$ cat src/rtl/store_rmw_unit_if.sv
// store_rmw_unit_if: store request from the datapath plus the word-wide data
// memory port, bundled into one interface.
// Build option STORE_BE_EN adds the mem_be_o byte-enable signal.
// Modports: slave = the store unit, master = the datapath/memory environment.
interface store_rmw_unit_if;
   logic        req_i;
   logic [31:0] addr_i;
   logic [31:0] wdata_i;
   logic [1:0]  size_i;
   logic        busy_o;
   logic        done_o;
   logic        err_o;
   logic [31:0] mem_addr_o;
   logic        mem_rd_o;
   logic [31:0] mem_rdata_i;
   logic        mem_wr_o;
   logic [31:0] mem_wdata_o;
`ifdef STORE_BE_EN
   logic [3:0]  mem_be_o;
`endif

   modport slave (
      input  req_i, addr_i, wdata_i, size_i, mem_rdata_i,
      output busy_o, done_o, err_o, mem_addr_o, mem_rd_o, mem_wr_o, mem_wdata_o
`ifdef STORE_BE_EN
      , output mem_be_o
`endif
   );

   modport master (
      output req_i, addr_i, wdata_i, size_i, mem_rdata_i,
      input  busy_o, done_o, err_o, mem_addr_o, mem_rd_o, mem_wr_o, mem_wdata_o
`ifdef STORE_BE_EN
      , input mem_be_o
`endif
   );
endinterface

$ cat src/rtl/store_rmw_unit.sv
// store_rmw_unit: narrows sb/sh/sw store data onto a word-only data memory.
// Sub-word stores read the aligned word, replace the addressed lane and write
// the word back; the core is stalled through busy_o while this runs.
// Build option STORE_BE_EN: every legal store goes straight to a single write
// with the data replicated across lanes and byte enables on mem_be_o.
module store_rmw_unit #(
   parameter int unsigned MEM_RD_LAT = 1   // read latency in cycles, 1..7
) (
   input  logic            clk_i,
   input  logic            rst_i,          // asynchronous, active low
   store_rmw_unit_if.slave bus
);

   localparam logic [1:0] SZ_BYTE = 2'b00;
   localparam logic [1:0] SZ_HALF = 2'b01;
   localparam logic [1:0] SZ_WORD = 2'b10;
   localparam logic [2:0] RD_LAT  = 3'(MEM_RD_LAT);

   typedef enum logic [2:0] {
      S_IDLE,
      S_READ,
      S_WAIT,
      S_WRITE,
      S_DONE
   } state_t;

   state_t     state;
   logic [2:0] wait_cnt;
`ifndef STORE_BE_EN
   // Only what the merge needs is kept: the lane, the size and the low half.
   logic [1:0]  lane_q;
   logic [1:0]  size_q;
   logic [15:0] wdata_q;
`endif

   // Misaligned half/word or the reserved size code.
   function automatic logic illegal_req(input logic [1:0] size,
                                        input logic [1:0] lane);
      case (size)
         SZ_BYTE: return 1'b0;
         SZ_HALF: return lane[0];
         SZ_WORD: return lane != 2'b00;
         default: return 1'b1;
      endcase
   endfunction

`ifdef STORE_BE_EN
   // Store data copied into every lane it could land in.
   function automatic logic [31:0] replicate(input logic [31:0] data,
                                             input logic [1:0]  size);
      case (size)
         SZ_BYTE: return {4{data[7:0]}};
         SZ_HALF: return {2{data[15:0]}};
         default: return data;
      endcase
   endfunction

   // Byte enables for the addressed lane(s), little-endian.
   function automatic logic [3:0] byte_en(input logic [1:0] size,
                                          input logic [1:0] lane);
      case (size)
         SZ_BYTE: return 4'b0001 << lane;
         SZ_HALF: return 4'b0011 << {lane[1], 1'b0};
         default: return 4'b1111;
      endcase
   endfunction
`else
   // Replace one byte or halfword lane of the word read from memory.
   function automatic logic [31:0] merge_word(input logic [31:0] old_word,
                                              input logic [15:0] data,
                                              input logic [1:0]  size,
                                              input logic [1:0]  lane);
      logic [31:0] word;
      // NOTE: starting from a full default before the case keeps every bit
      // assigned on every path, so no latch-like hold is implied.
      word = old_word;
      case (size)
         SZ_BYTE: word[{lane, 3'b000} +: 8]        = data[7:0];
         SZ_HALF: word[{lane[1], 4'b0000} +: 16]   = data;
         default: word                             = old_word;
      endcase
      return word;
   endfunction
`endif

   // Store sequencer: state, capture registers and all registered outputs.
   always_ff @(posedge clk_i or negedge rst_i) begin
      if (!rst_i) begin
         // NOTE: every flop here is control or a small capture register, so
         // all of them are reset; an abort mid-operation leaves nothing stale.
         state           <= S_IDLE;
         wait_cnt        <= 3'd0;
         bus.busy_o      <= 1'b0;
         bus.done_o      <= 1'b0;
         bus.err_o       <= 1'b0;
         bus.mem_rd_o    <= 1'b0;
         bus.mem_wr_o    <= 1'b0;
         bus.mem_addr_o  <= 32'd0;
         bus.mem_wdata_o <= 32'd0;
`ifdef STORE_BE_EN
         bus.mem_be_o    <= 4'd0;
`else
         lane_q          <= 2'd0;
         size_q          <= 2'd0;
         wdata_q         <= 16'd0;
`endif
      end else begin
         // NOTE: non-blocking assignments throughout, so every branch sees the
         // pre-edge state; the strobes default low and are raised only on
         // entry to the state that owns them.
         bus.done_o   <= 1'b0;
         bus.err_o    <= 1'b0;
         bus.mem_rd_o <= 1'b0;
         bus.mem_wr_o <= 1'b0;
`ifdef STORE_BE_EN
         bus.mem_be_o <= 4'd0;
`endif
         case (state)
            S_IDLE: begin
               if (bus.req_i) begin
                  bus.busy_o     <= 1'b1;
                  bus.mem_addr_o <= {bus.addr_i[31:2], 2'b00};
`ifndef STORE_BE_EN
                  lane_q         <= bus.addr_i[1:0];
                  size_q         <= bus.size_i;
                  wdata_q        <= bus.wdata_i[15:0];
`endif
                  if (illegal_req(bus.size_i, bus.addr_i[1:0])) begin
                     state      <= S_DONE;
                     bus.done_o <= 1'b1;
                     bus.err_o  <= 1'b1;
`ifdef STORE_BE_EN
                  end else begin
                     state           <= S_WRITE;
                     bus.mem_wr_o    <= 1'b1;
                     bus.mem_wdata_o <= replicate(bus.wdata_i, bus.size_i);
                     bus.mem_be_o    <= byte_en(bus.size_i, bus.addr_i[1:0]);
                  end
`else
                  end else if (bus.size_i == SZ_WORD) begin
                     state           <= S_WRITE;
                     bus.mem_wr_o    <= 1'b1;
                     bus.mem_wdata_o <= bus.wdata_i;
                  end else begin
                     state        <= S_READ;
                     bus.mem_rd_o <= 1'b1;
                  end
`endif
               end
            end
            S_READ: begin
               state    <= S_WAIT;
               wait_cnt <= 3'd1;
            end
            S_WAIT: begin
               if (wait_cnt == RD_LAT) begin
                  state        <= S_WRITE;
                  bus.mem_wr_o <= 1'b1;
`ifndef STORE_BE_EN
                  bus.mem_wdata_o <= merge_word(bus.mem_rdata_i, wdata_q,
                                                size_q, lane_q);
`endif
               end else begin
                  wait_cnt <= wait_cnt + 3'd1;
               end
            end
            S_WRITE: begin
               state      <= S_DONE;
               bus.done_o <= 1'b1;
            end
            S_DONE: begin
               state      <= S_IDLE;
               bus.busy_o <= 1'b0;
            end
            default: begin
               state      <= S_IDLE;
               bus.busy_o <= 1'b0;
            end
         endcase
      end
   end

endmodule

$ cat src/flat_wrapper.sv
// flat-port wrapper written by rule: the top's interface ports become plain ports
module store_rmw_unit_flat 
#(
   parameter int unsigned MEM_RD_LAT = 1                                  
)
  (clk_i, rst_i, bus_req_i, bus_addr_i, bus_wdata_i, bus_size_i, bus_mem_rdata_i, bus_busy_o, bus_done_o, bus_err_o, bus_mem_addr_o, bus_mem_rd_o, bus_mem_wr_o, bus_mem_wdata_o);
  store_rmw_unit_if bus_i ();
  input  logic clk_i;
  input  logic rst_i;
  input wire logic [$bits(bus_i.req_i)-1:0] bus_req_i;
  input wire logic [$bits(bus_i.addr_i)-1:0] bus_addr_i;
  input wire logic [$bits(bus_i.wdata_i)-1:0] bus_wdata_i;
  input wire logic [$bits(bus_i.size_i)-1:0] bus_size_i;
  input wire logic [$bits(bus_i.mem_rdata_i)-1:0] bus_mem_rdata_i;
  output wire logic [$bits(bus_i.busy_o)-1:0] bus_busy_o;
  output wire logic [$bits(bus_i.done_o)-1:0] bus_done_o;
  output wire logic [$bits(bus_i.err_o)-1:0] bus_err_o;
  output wire logic [$bits(bus_i.mem_addr_o)-1:0] bus_mem_addr_o;
  output wire logic [$bits(bus_i.mem_rd_o)-1:0] bus_mem_rd_o;
  output wire logic [$bits(bus_i.mem_wr_o)-1:0] bus_mem_wr_o;
  output wire logic [$bits(bus_i.mem_wdata_o)-1:0] bus_mem_wdata_o;
  assign bus_i.req_i = bus_req_i;
  assign bus_i.addr_i = bus_addr_i;
  assign bus_i.wdata_i = bus_wdata_i;
  assign bus_i.size_i = bus_size_i;
  assign bus_i.mem_rdata_i = bus_mem_rdata_i;
  assign bus_busy_o = bus_i.busy_o;
  assign bus_done_o = bus_i.done_o;
  assign bus_err_o = bus_i.err_o;
  assign bus_mem_addr_o = bus_i.mem_addr_o;
  assign bus_mem_rd_o = bus_i.mem_rd_o;
  assign bus_mem_wr_o = bus_i.mem_wr_o;
  assign bus_mem_wdata_o = bus_i.mem_wdata_o;
  store_rmw_unit #(.MEM_RD_LAT(MEM_RD_LAT)) u_core (.clk_i(clk_i), .rst_i(rst_i), .bus(bus_i));
endmodule
$ cat config.mk
export PLATFORM = sky130hd
export DESIGN_NAME = store_rmw_unit_flat
export DESIGN_NICKNAME = d
export VERILOG_FILES = /design/src/rtl/store_rmw_unit_if.sv /design/src/rtl/store_rmw_unit.sv /design/src/flat_wrapper.sv
export SDC_FILE = /design/constraint.sdc
export NUM_CORES = 1
export LEC_CHECK = 0
export BUFFER_PORTS_ARGS = -buffer_cell sky130_fd_sc_hd__buf_2
export CORE_MARGIN = 8
export CORE_UTILIZATION = 50
export CTS_CLUSTER_SIZE = 20
export DETAILED_ROUTE_END_ITERATION = 16
export PLACE_DENSITY_LB_ADDON = 0.2
export SLEW_MARGIN = 20
export SYNTH_ARGS = -nofsm -noshare
export SYNTH_HDL_FRONTEND = slang
export SYNTH_SLANG_ARGS = --single-unit
$ cat constraint.sdc
create_clock -name clk_i -period 2.3 [get_ports clk_i]
set_input_delay 0.46 -clock clk_i [delete_from_list [all_inputs] [get_ports clk_i]]
set_output_delay 0.46 -clock clk_i [all_outputs]
set_load 0.03 [all_outputs]
==> results of run 1 <==
[layout make-up]
cell class / count / area share
inverters: 6 / 0.00388
multi-input cells: 376 / 0.368
repair buffers: 185 / 0.172
well taps: 111 / 0.0239
clock inverters: 4 / 0.00560
clock buffers: 12 / 0.0267
flip-flops and latches: 93 / 0.400
[cell usage after synthesis (3+ instances only)]
cell type,number
o31ai_1,25
ha_1,7
clkbuf_1,16
buf_6,4
a21oi_1,16
dfrtp_1,93
o21ai_1,6
nand2b_1,4
or2_2,3
a32oi_1,7
nor2b_1,3
o21ai_0,6
inv_1,6
buf_2,14
a221oi_1,28
nand2_1,178
nor2_1,24
and4_1,3
o22ai_1,3
a21o_1,33
buf_4,5
[power by group through the flow]
stage | logic (mW) | clock network, mW | registers [mW]
CTS | 5.15 | 1.06 | 3.06
detailed placement | 5.13 | 0 | 3.09
floorplan | 2.61 | 0 | 4.06
global route | 5.60 | 1.13 | 3.17
global placement | 4.99 | 0 | 3.04
finish | 5.12 | 1.04 | 3.07
[metal layers]
layer  GRT usage  share of wire  vias up
met5           0              0        -
met4      0.0746          0.017        0
met3      0.0692          0.099       24
met2       0.368           0.47      213
met1       0.288           0.41     2157
li1            -              -     2100
[flip-flops by register name, indices dropped and copies added, names as in the netlist]
| signal | count |
|---|---|
| u_core.bus.busy_o | 1 |
| u_core.bus.mem_addr_o | 30 |
| u_core.bus.err_o | 1 |
| u_core.bus.done_o | 1 |
| u_core.wait_cnt | 3 |
| u_core.state | 3 |
| u_core.size_q | 2 |
| u_core.bus.mem_rd_o | 1 |
| u_core.wdata_q | 16 |
| u_core.lane_q | 2 |
| u_core.bus.mem_wr_o | 1 |
| u_core.bus.mem_wdata_o | 32 |
[path summary, 6_finish.rpt]
path                            depth (start not counted)                                 start  slack (ns)                                     to
worst max-delay path                                    6          u_core.lane_q[0]$_DFFE_PN0P_        0.16  u_core.bus.mem_wdata_o[8]$_DFFE_PN0P_
max in group asynchronous                               2                                 rst_i        1.63  u_core.bus.mem_addr_o[26]$_DFFE_PN0P_
worst min-delay path                                    1                                 rst_i        0.06          u_core.wdata_q[9]$_DFFE_PN0P_
worst max register to register                          6          u_core.lane_q[0]$_DFFE_PN0P_        0.16  u_core.bus.mem_wdata_o[8]$_DFFE_PN0P_
worst min register to register                          2  u_core.bus.mem_addr_o[9]$_DFFE_PN0P_        0.48   u_core.bus.mem_addr_o[9]$_DFFE_PN0P_
min in group clk_i                                      3                         bus_addr_i[6]        0.28   u_core.bus.mem_addr_o[6]$_DFFE_PN0P_
[per-stage QoR]
stage	power [mW]	util	setup WS, ns	area, um^2
after floorplan	6.67	-	0.239	4690
after global placement	8.04	0.614	0.315	5620
after detailed placement	8.22	0.614	0.218	5620
after CTS	9.27	0.635	0.198	5810
after global routing	9.90	0.635	0.0345	5810
final	9.24	0.635	0.158	5810
[logic make-up after synthesis]
group,share of synthesized area
buffers and inverters,0.0523
multiplexers,0.00427
other,0.000800
flip-flops,0.497
AND/OR/NAND/NOR,0.215
AO/OA/AOI/OAI,0.213
adder cells (fa/ha/maj),0.0187
==> results.py, run 1 <==
metrics = {
    "critical_path": {
        "start_kind": "flop",
        "crit_slowest_cell": "dfrtp_1",
        "critPathMaxFanout": 8,
        "critPathTopFamily": "simple AND/OR/NAND/NOR gates",
        "crit_arrival_ns": 2.40,
        "endpoint_kind": "flop",
        "critPathMaxStageDelay_ns": 0.47,
        "crit_type": "reg -> reg",
        "required_ns": 2.55,
        "critical_path_buf_inv_count": 1,
        "crit_chain": "inv_1, ha_1, nor4_4, and4_1, a221oi_1, o31ai_1",
    },
    "clocking": {
        "clk_pin_slew_worst_paths_ns": 0.10,
        "cts_setup_buffers": 0,
        "clock-root-buffer": "clkbuf_8",
        "cts_resized": 0,
        "ctsHoldBuffers": 0,
        "cts-htree-levels": 3,
        "cts_buffers": 9,
        "cts_sinks": 93,
        "clk_latency_ns": 0.36,
        "clockBufferDepth": 2,
        "tritoncts": "built",
    },
    "sta": {
        "finalCriticalPeriod_ns": 2.14,
        "timing.fmax_ghz": 0.467,
        "tightest_slew_ns": 0.604,
        "maxSlewHeadroom": 0.598,
        "fin_crit_sh": 0.931,
        "setup_viol": 0,
        "hold_viol": 0,
        "tns_ns": 0,
        "drv_slew": 0,
        "holdWs_ns": 0.0631,
        "rsz0062_at_grt": "no",
        "clock_skew_ns": 0.0129,
    },
    "logic_synthesis": {
        "syn_inst": 515,
        "yosysTopAreaCellShare": 0.497,
        "ys_seq_area_frac": 0.497,
        "synth-edff-count": 0,
        "ys_ff_latch": 93,
        "async_flop_share": 1.00,
        "yosysTopAreaCell": "dfrtp_1",
        "ys_warn_count": 0,
        "avgSynthCellArea_um2": 9.10,
        "syn-cell-area_um2": 4690,
        "ys_types": 45,
        "ys_top_cells_by_area": "dfrtp_1 50%, nand2_1 14%, a21o_1 5.3%, a221oi_1 5.2%, o31ai_1 4.0%",
        "synth_ff_type": "dfrtp_1",
    },
    "global_route": {
        "antenna_found_initial": 0,
        "grt_pass1_vias": 4629,
        "grt_max_degree": 59,
        "grt-ovfl-total": 0,
        "track_usage": 0.229,
        "grt_pass1_wl_um": 23500,
    },
    "floorplan": {
        "fp.dieW_um": 113,
        "die_area_um2": 12700,
        "initial_core_util": 0.512,
        "rows": 35,
        "core_area_um2": 9150,
        "die_h_um": 113,
        "boundaryPins": 170,
    },
    "power_and_ir_drop": {
        "power_density_nw_per_um2": 1590,
        "seq_power_share": 0.332,
        "combPwrFrac": 0.555,
        "p_int_mw": 4.61,
        "power.leakage_nw": 3.11,
        "switching_share": 0.501,
        "p_switching_mw": 4.62,
        "clock_power_share": 0.113,
        "peakVddDrop_uv": 705,
    },
    "layout": {
        "num_antenna_cells": 0,
        "drive_above_1_share": 0.314,
        "nFillCells": 800,
        "layout_common_cells": "178 x nand2_1, 166 x buf_2, 93 x dfrtp_1",
        "multi_input_area_um2": 2140,
        "synthToLayoutAreaGrowth_pct": 24.0,
        "final_common_cell": "nand2_1",
        "seqCellArea_um2": 2330,
        "nets": 779,
        "finalNonFillerCells": 787,
    },
    "detailed_routing": {
        "routed_wl_um": 14500,
        "vias_per_cell": 5.71,
        "drc": 0,
        "wl_per_cell_um": 18.5,
        "drt_first_iter_violations": 282,
        "drtPass1Iterations": 5,
        "via_count": 4494,
        "ant_nets": 0,
    },
    "flow_run": {
        "maxCapViolations": 0,
    },
    "status": {
        "outcome": "completed",
    },
    "placed_design": {
        "place_hpwl_um": 10800,
        "dp_cells": 771,
        "portBuffers": 167,
        "gp_congestion": 0.861,
    },
    "min_path": {
        "min_path_type": "in -> async",
    },
}
(Power assumes the default switching activity.)
==> inputs of run 2 (changes only) <==
Settings changed: ABC_AREA set to 1, CORE_UTILIZATION 50 to 52.
==> results.py, run 2 <==
metrics = {
    "floorplan": {
        "fp.dieW_um": 119,
        "initial_core_util": 0.536,
        "rows": 37,
        "die_h_um": 119,
        "boundaryPins": 170,
        "core_area_um2": 10300,
        "die_area_um2": 14200,
    },
    "sta": {
        "rsz0062_at_grt": "no",
        "holdWs_ns": 0.0791,
        "tightest_slew_ns": 0.801,
        "fin_crit_sh": 0.879,
        "clock_skew_ns": 0.0221,
        "drv_slew": 0,
        "finalCriticalPeriod_ns": 2.02,
        "hold_viol": 0,
        "tns_ns": 0,
        "maxSlewHeadroom": 0.466,
        "setup_viol": 0,
        "timing.fmax_ghz": 0.494,
    },
    "layout": {
        "synthToLayoutAreaGrowth_pct": 20.8,
        "nFillCells": 980,
        "layout_common_cells": "300 x nand2_1, 166 x buf_2, 93 x dfrtp_1",
        "regMostFlops": "u_core.bus.mem_wdata_o",
        "num_antenna_cells": 0,
        "largest_register_ffs": 32,
        "final_common_cell": "nand2_1",
        "drive_above_1_share": 0.279,
        "nets": 1043,
        "multi_input_area_um2": 2680,
        "top_regs": "u_core.bus.mem_wdata_o x32, u_core.bus.mem_addr_o x30, u_core.wdata_q x16",
        "seqCellArea_um2": 2330,
    },
    "global_route": {
        "grt_pass1_wl_um": 26200,
        "grt_max_degree": 45,
        "grt-busiest-layer": "met2",
        "use_met2": 0.356,
        "antenna_found_initial": 1,
        "grt-ovfl-total": 0,
        "grt_pass1_vias": 5436,
        "track_usage": 0.221,
        "use_met1": 0.276,
        "met3_usage": 0.0694,
    },
    "detailed_routing": {
        "wl_per_cell_um": 14.3,
        "ant_nets": 0,
        "vias_per_cell": 5.00,
        "drt_first_iter_violations": 367,
        "drtPass1Iterations": 6,
        "via_count": 5379,
        "drc": 0,
        "routed_wl_um": 15400,
    },
    "logic_synthesis": {
        "ys_types": 23,
        "ys_seq_area_frac": 0.420,
        "async_flop_share": 1.00,
        "syn-cell-area_um2": 5540,
        "avgSynthCellArea_um2": 7.16,
        "yosysTopAreaCell": "dfrtp_1",
        "synth_fa_ha_area_frac": 0.0158,
        "synth_xor_area_frac": 0,
        "synthMuxAreaShare": 0.0610,
        "ys_warn_count": 0,
        "synth_compound_area_frac": 0.0330,
        "synth.most_common_cell": "nand2_1",
        "synth_common_cells": "300 x nand2_1, 93 x dfrtp_1, 87 x nor2_1",
        "ys_ff_latch": 93,
        "ys_top_cells_by_area": "dfrtp_1 42%, nand2_1 20%, nand3_1 6.1%, mux2_2 6.1%, nor2_1 5.9%",
        "yosysTopAreaCellShare": 0.420,
        "synth-edff-count": 0,
        "syn_inst": 773,
        "synthSimpleGateAreaFrac": 0.373,
        "synth_ff_type": "dfrtp_1",
        "synth_top_family_by_area": "simple AND/OR/NAND/NOR gates",
    },
    "clocking": {
        "tritoncts": "built",
        "cts_setup_buffers": 0,
        "cts_resized": 0,
        "cts_buffers": 9,
        "clockBufferDepth": 2,
        "clk_latency_ns": 0.38,
        "cts_sinks": 93,
        "clk_pin_slew_worst_paths_ns": 0.11,
        "cts-htree-levels": 3,
        "clock-root-buffer": "clkbuf_8",
        "ctsHoldBuffers": 0,
    },
    "critical_path": {
        "crit_arrival_ns": 2.33,
        "critical_path.most_common_cell": "nand2_1",
        "crit_chain": "clkinv_1, ha_1, nand2_1, nor2_1, nand2_1, nand2_1, nand2_1, nand2_1, nand3_1, nand2_1",
        "critPathMaxStageDelay_ns": 0.46,
        "critPathMaxFanout": 8,
        "crit_type": "reg -> reg",
        "crit_slowest_cell": "dfrtp_1",
        "required_ns": 2.61,
        "endpoint_kind": "flop",
        "start_kind": "flop",
        "reg2reg_slack_ns": 0.28,
    },
    "power_and_ir_drop": {
        "switching_share": 0.508,
        "peakVddDrop_uv": 825,
        "clock_power_share": 0.130,
        "p_switching_mw": 4.67,
        "power_density_nw_per_um2": 1380,
        "seq_power_share": 0.324,
        "combPwrFrac": 0.546,
        "power.leakage_nw": 3.77,
        "p_int_mw": 4.53,
        "power_mw": 9.20,
    },
    "status": {
        "outcome": "completed",
    },
    "min_path": {
        "min_path_type": "in -> async",
    },
    "placed_design": {
        "place_hpwl_um": 11600,
        "portBuffers": 167,
        "gp_congestion": 0.944,
    },
    "flow_run": {
        "maxCapViolations": 0,
    },
}
-- run 2: cell types whose count changed in the layout (fill, tap and decap cells not counted), moves of 25 or more --
cell      previous run  this run
o31ai_1             25         0
mux2_2               0        30
nor2_1              24        86
nand3_1              0        68
a221oi_1            28         0
nand2_1            178       300
a21o_1              33         0
inv_1                6        71
-- run 2: path summary, 6_finish.rpt --
| check | cells after the start | end | from |
|---|---|---|---|
| worst max-delay path | 10 | u_core.bus.mem_wdata_o[13]$_DFFE_PN0P_ | u_core.lane_q[0]$_DFFE_PN0P_ |
| worst min-delay path | 1 | u_core.wdata_q[5]$_DFFE_PN0P_ | rst_i |
| worst max register to register | 10 | u_core.bus.mem_wdata_o[13]$_DFFE_PN0P_ | u_core.lane_q[0]$_DFFE_PN0P_ |
| worst min register to register | 2 | u_core.bus.busy_o$_DFFE_PN0P_ | u_core.bus.busy_o$_DFFE_PN0P_ |
| max in group asynchronous | 2 | u_core.bus.mem_addr_o[24]$_DFFE_PN0P_ | rst_i |
| min in group clk_i | 2 | u_core.bus.mem_addr_o[4]$_DFFE_PN0P_ | bus_addr_i[4] |
-- run 2: kinds of logic (layout without fill, tap and decap cells) --
family	after synthesis	count (layout)
and+or+nand+nor	494	494
buffers and inverters	116	282
DFF	93	93
AOI/OAI and AO/OA	32	32
muxes	30	30
adders and majority gates	7	7
other	1	2
-- run 2: worst max-delay path, delay by kind of cell, from the launching register on --
family,cells,cell delay (ns)
buffers and inverters,1,0.16
adders and majority gates,1,0.34
and+or+nand+nor,8,1.00
DFF,1,0.46
-- run 2: per-layer routing --
layer  share of wire  wire [um]  vias to the layer above
li1                -          -                     2722
met1            0.42       6500                     2394
met2            0.46       7020                      232
met3            0.11       1620                       29
met4           0.015        223                        2
met5         0.00078         12                        -
-- run 2: stage by stage --
step / util / instance area [um^2] / setup WS (ns) / cells
floorplan: - / 5540 / 0.346 / 774
global placement: 0.627 / 6470 / 0.423 / 1060
detailed placement: 0.627 / 6470 / 0.362 / 1060
CTS: 0.648 / 6690 / 0.336 / 1076
global route: 0.648 / 6690 / 0.0610 / 1076
finish: 0.648 / 6690 / 0.277 / 1076
-- run 2: final cells by class --
| type | count | share of cell area |
|---|---|---|
| Multi-Input combinational cell | 565 | 0.401 |
| Sequential cell | 93 | 0.348 |
| Timing Repair Buffer | 183 | 0.147 |
| Inverter | 83 | 0.0470 |
| Tap cell | 136 | 0.0254 |
| Clock buffer | 9 | 0.0185 |
| Clock inverter | 7 | 0.0133 |
-- run 2: power by group through the flow --
stage                     clock (mW)  combinational [mW]  sequential [mW]
after global placement             0                4.99             2.97
after floorplan                    0                2.60             4.00
after detailed placement           0                5.02             3.00
final                           1.19                5.02             2.98
after CTS                       1.22                5.04             2.97
after global routing            1.27                5.53             3.08
==> inputs of run 3 (changes only) <==
Settings changed: GPL_TIMING_DRIVEN set to 0, SLEW_MARGIN 20 to not set.
==> results.py, run 3 (synthesized netlist as in run 2, its figures left out) <==
metrics = {
    "status": {
        "outcome": "completed",
    },
    "power_and_ir_drop": {
        "p_int_mw": 4.64,
        "p_switching_mw": 4.79,
        "power.leakage_nw": 3.85,
        "power_density_nw_per_um2": 1380,
        "clock_power_share": 0.125,
        "switching_share": 0.508,
        "combPwrFrac": 0.562,
        "seq_power_share": 0.313,
        "peakVddDrop_uv": 992,
    },
    "layout": {
        "layout_common_cells": "300 x nand2_1, 179 x buf_2, 93 x dfrtp_1",
        "synthToLayoutAreaGrowth_pct": 23.9,
        "final_common_cell": "nand2_1",
        "largest_register_ffs": 32,
        "drive_above_1_share": 0.297,
        "nets": 1066,
        "top_regs": "u_core.bus.mem_wdata_o x32, u_core.bus.mem_addr_o x30, u_core.wdata_q x16",
        "nFillCells": 994,
        "regMostFlops": "u_core.bus.mem_wdata_o",
        "num_antenna_cells": 0,
    },
    "min_path": {
        "min_path_type": "in -> reg",
        "hp-start": "bus_addr_i[3]",
        "holdPathEnd": "u_core.bus.mem_addr_o[3]$_DFFE_PN0P_",
        "hold_depth": 2,
    },
    "clocking": {
        "cts_buffers": 9,
        "clk_latency_ns": 0.37,
        "clock-root-buffer": "clkbuf_8",
        "cts_sinks": 93,
        "clockBufferDepth": 2,
        "clk_pin_slew_worst_paths_ns": 0.10,
        "cts-htree-levels": 3,
        "tritoncts": "built",
    },
    "flow_run": {
        "maxCapViolations": 0,
    },
    "sta": {
        "drv_slew": 0,
        "setup_viol": 0,
        "clock_skew_ns": 0.0105,
        "timing.fmax_ghz": 0.468,
        "rsz0062_at_grt": "no",
        "hold_viol": 0,
        "holdWs_ns": 0.309,
        "maxSlewHeadroom": 0.657,
        "finalCriticalPeriod_ns": 2.14,
        "fin_crit_sh": 0.929,
        "tightest_slew_ns": 0.514,
        "tns_ns": 0,
    },
    "critical_path": {
        "reg2reg_slack_ns": 0.16,
        "rr_endpoint": "u_core.bus.mem_wdata_o[19]$_DFFE_PN0P_",
        "reg2reg_from": "u_core.lane_q[1]$_DFFE_PN0P_",
        "required_ns": 2.62,
        "worstRegToRegCells": 12,
        "crit_type": "reg -> reg",
        "endpoint_kind": "flop",
        "start_kind": "flop",
        "critPathMaxFanout": 12,
        "crit_arrival_ns": 2.45,
    },
    "detailed_routing": {
        "routed_wl_um": 16200,
        "vias_per_cell": 4.99,
        "drt_first_iter_violations": 522,
        "drc": 0,
        "drtPass1Iterations": 5,
        "via_count": 5482,
        "ant_nets": 0,
        "wl_per_cell_um": 14.7,
    },
    "placed_design": {
        "place_hpwl_um": 12500,
        "portBuffers": 167,
        "gp_congestion": 0.930,
    },
    "global_route": {
        "antenna_found_initial": 0,
        "grt-ovfl-total": 0,
        "grt_max_degree": 73,
        "grt_pass1_wl_um": 26500,
        "track_usage": 0.229,
        "grt_pass1_vias": 5465,
    },
    "floorplan": {
        "rows": 37,
        "initial_core_util": 0.536,
        "boundaryPins": 170,
        "die_area_um2": 14200,
        "core_area_um2": 10300,
        "die_h_um": 119,
        "fp.dieW_um": 119,
    },
}
run 3: changes by cell type in the layout (fill, tap and decap cells not counted), moves of 2 or more:
cell        change
clkinvlp_4      +2
buf_4           -3
clkbuf_1        +5
buf_2          +13
buf_12          -2
nor2_4          +2
buf_6           +8
clkinv_1        -3
nor2_2          +2
nor2_1          -4
run 3: area by class of cell:
type	instances	area [um^2]	area share
plain buffers	33	226	0.0330
clock buffers	9	124	0.0181
clock inverters	6	82.6	0.0120
inverters	83	320	0.0467
multi-input cells	565	2700	0.394
flip-flops and latches	93	2330	0.339
well taps	136	170	0.0248
repair buffers	173	906	0.132
run 3: per-layer routing:
metal  GRT usage  vias to the layer above  wire length, um
met5           0                        -                0
met4      0.0656                        0              382
met3      0.0808                       29             1590
met2       0.376                      221             7440
met1       0.277                     2467             6780
li1            -                     2765                -
run 3: power by group through the flow:
stage	Combinational, mW	Sequential (mW)	Clock [mW]
detailed placement	5.19	2.96	0
finish	5.30	2.96	1.18
CTS	5.25	2.94	1.21
global route	5.82	3.03	1.27
global placement	5.12	2.94	0
floorplan	2.60	4.00	0
run 3: critical path: stages, from the launching register on:
cell	delay (ns)
dfrtp_1	0.43
buf_4	0.21
inv_2	0.12
buf_6	0.16
ha_2	0.35
inv_1	0.06
nor2_2	0.29
nand3_1	0.13
nand2_1	0.07
nand2_1	0.05
nand2_1	0.08
nand3_1	0.07
nand2_1	0.06
run 3: how the worst max path moves through the flow:
stage	end	depth (start not counted)	startpoint
3_5_place_dp	u_core.bus.mem_wdata_o[15]$_DFFE_PN0P_	12	u_core.lane_q[1]$_DFFE_PN0P_
5_1_grt	u_core.bus.mem_wdata_o[19]$_DFFE_PN0P_	12	u_core.lane_q[1]$_DFFE_PN0P_
4_1_cts	u_core.bus.mem_wdata_o[31]$_DFFE_PN0P_	13	u_core.lane_q[1]$_DFFE_PN0P_
6_report	u_core.bus.mem_wdata_o[19]$_DFFE_PN0P_	12	u_core.lane_q[1]$_DFFE_PN0P_
2_1_floorplan	u_core.bus.mem_wdata_o[10]$_DFFE_PN0P_	12	u_core.lane_q[1]$_DFFE_PN0P_
3_3_place_gp	u_core.bus.mem_wdata_o[15]$_DFFE_PN0P_	12	u_core.lane_q[1]$_DFFE_PN0P_
run 3: stage by stage:
| stage | power, mW | util | setup WS [ns] | instance area, um^2 | instances |
|---|---|---|---|---|---|
| final | 9.44 | 0.664 | 0.164 | 6860 | 1098 |
| after global routing | 10.1 | 0.664 | 0.0194 | 6860 | 1098 |
| after CTS | 9.40 | 0.660 | 0.0367 | 6810 | 1094 |
| after detailed placement | 8.16 | 0.637 | -0.173 | 6580 | 1078 |
| after global placement | 8.05 | 0.634 | -0.206 | 6550 | 1077 |
| after floorplan | 6.59 | - | 0.346 | 5540 | 774 |
run 3: timing repair:
item / in CTS / in global routing
pin swaps: 0 / 0
setup buffers: 0 / 4
hold endpoints to repair: 21 / 0
hold buffers: 1 / 0
setup endpoints to repair: 22 / 32
resized for setup: 7 / 7
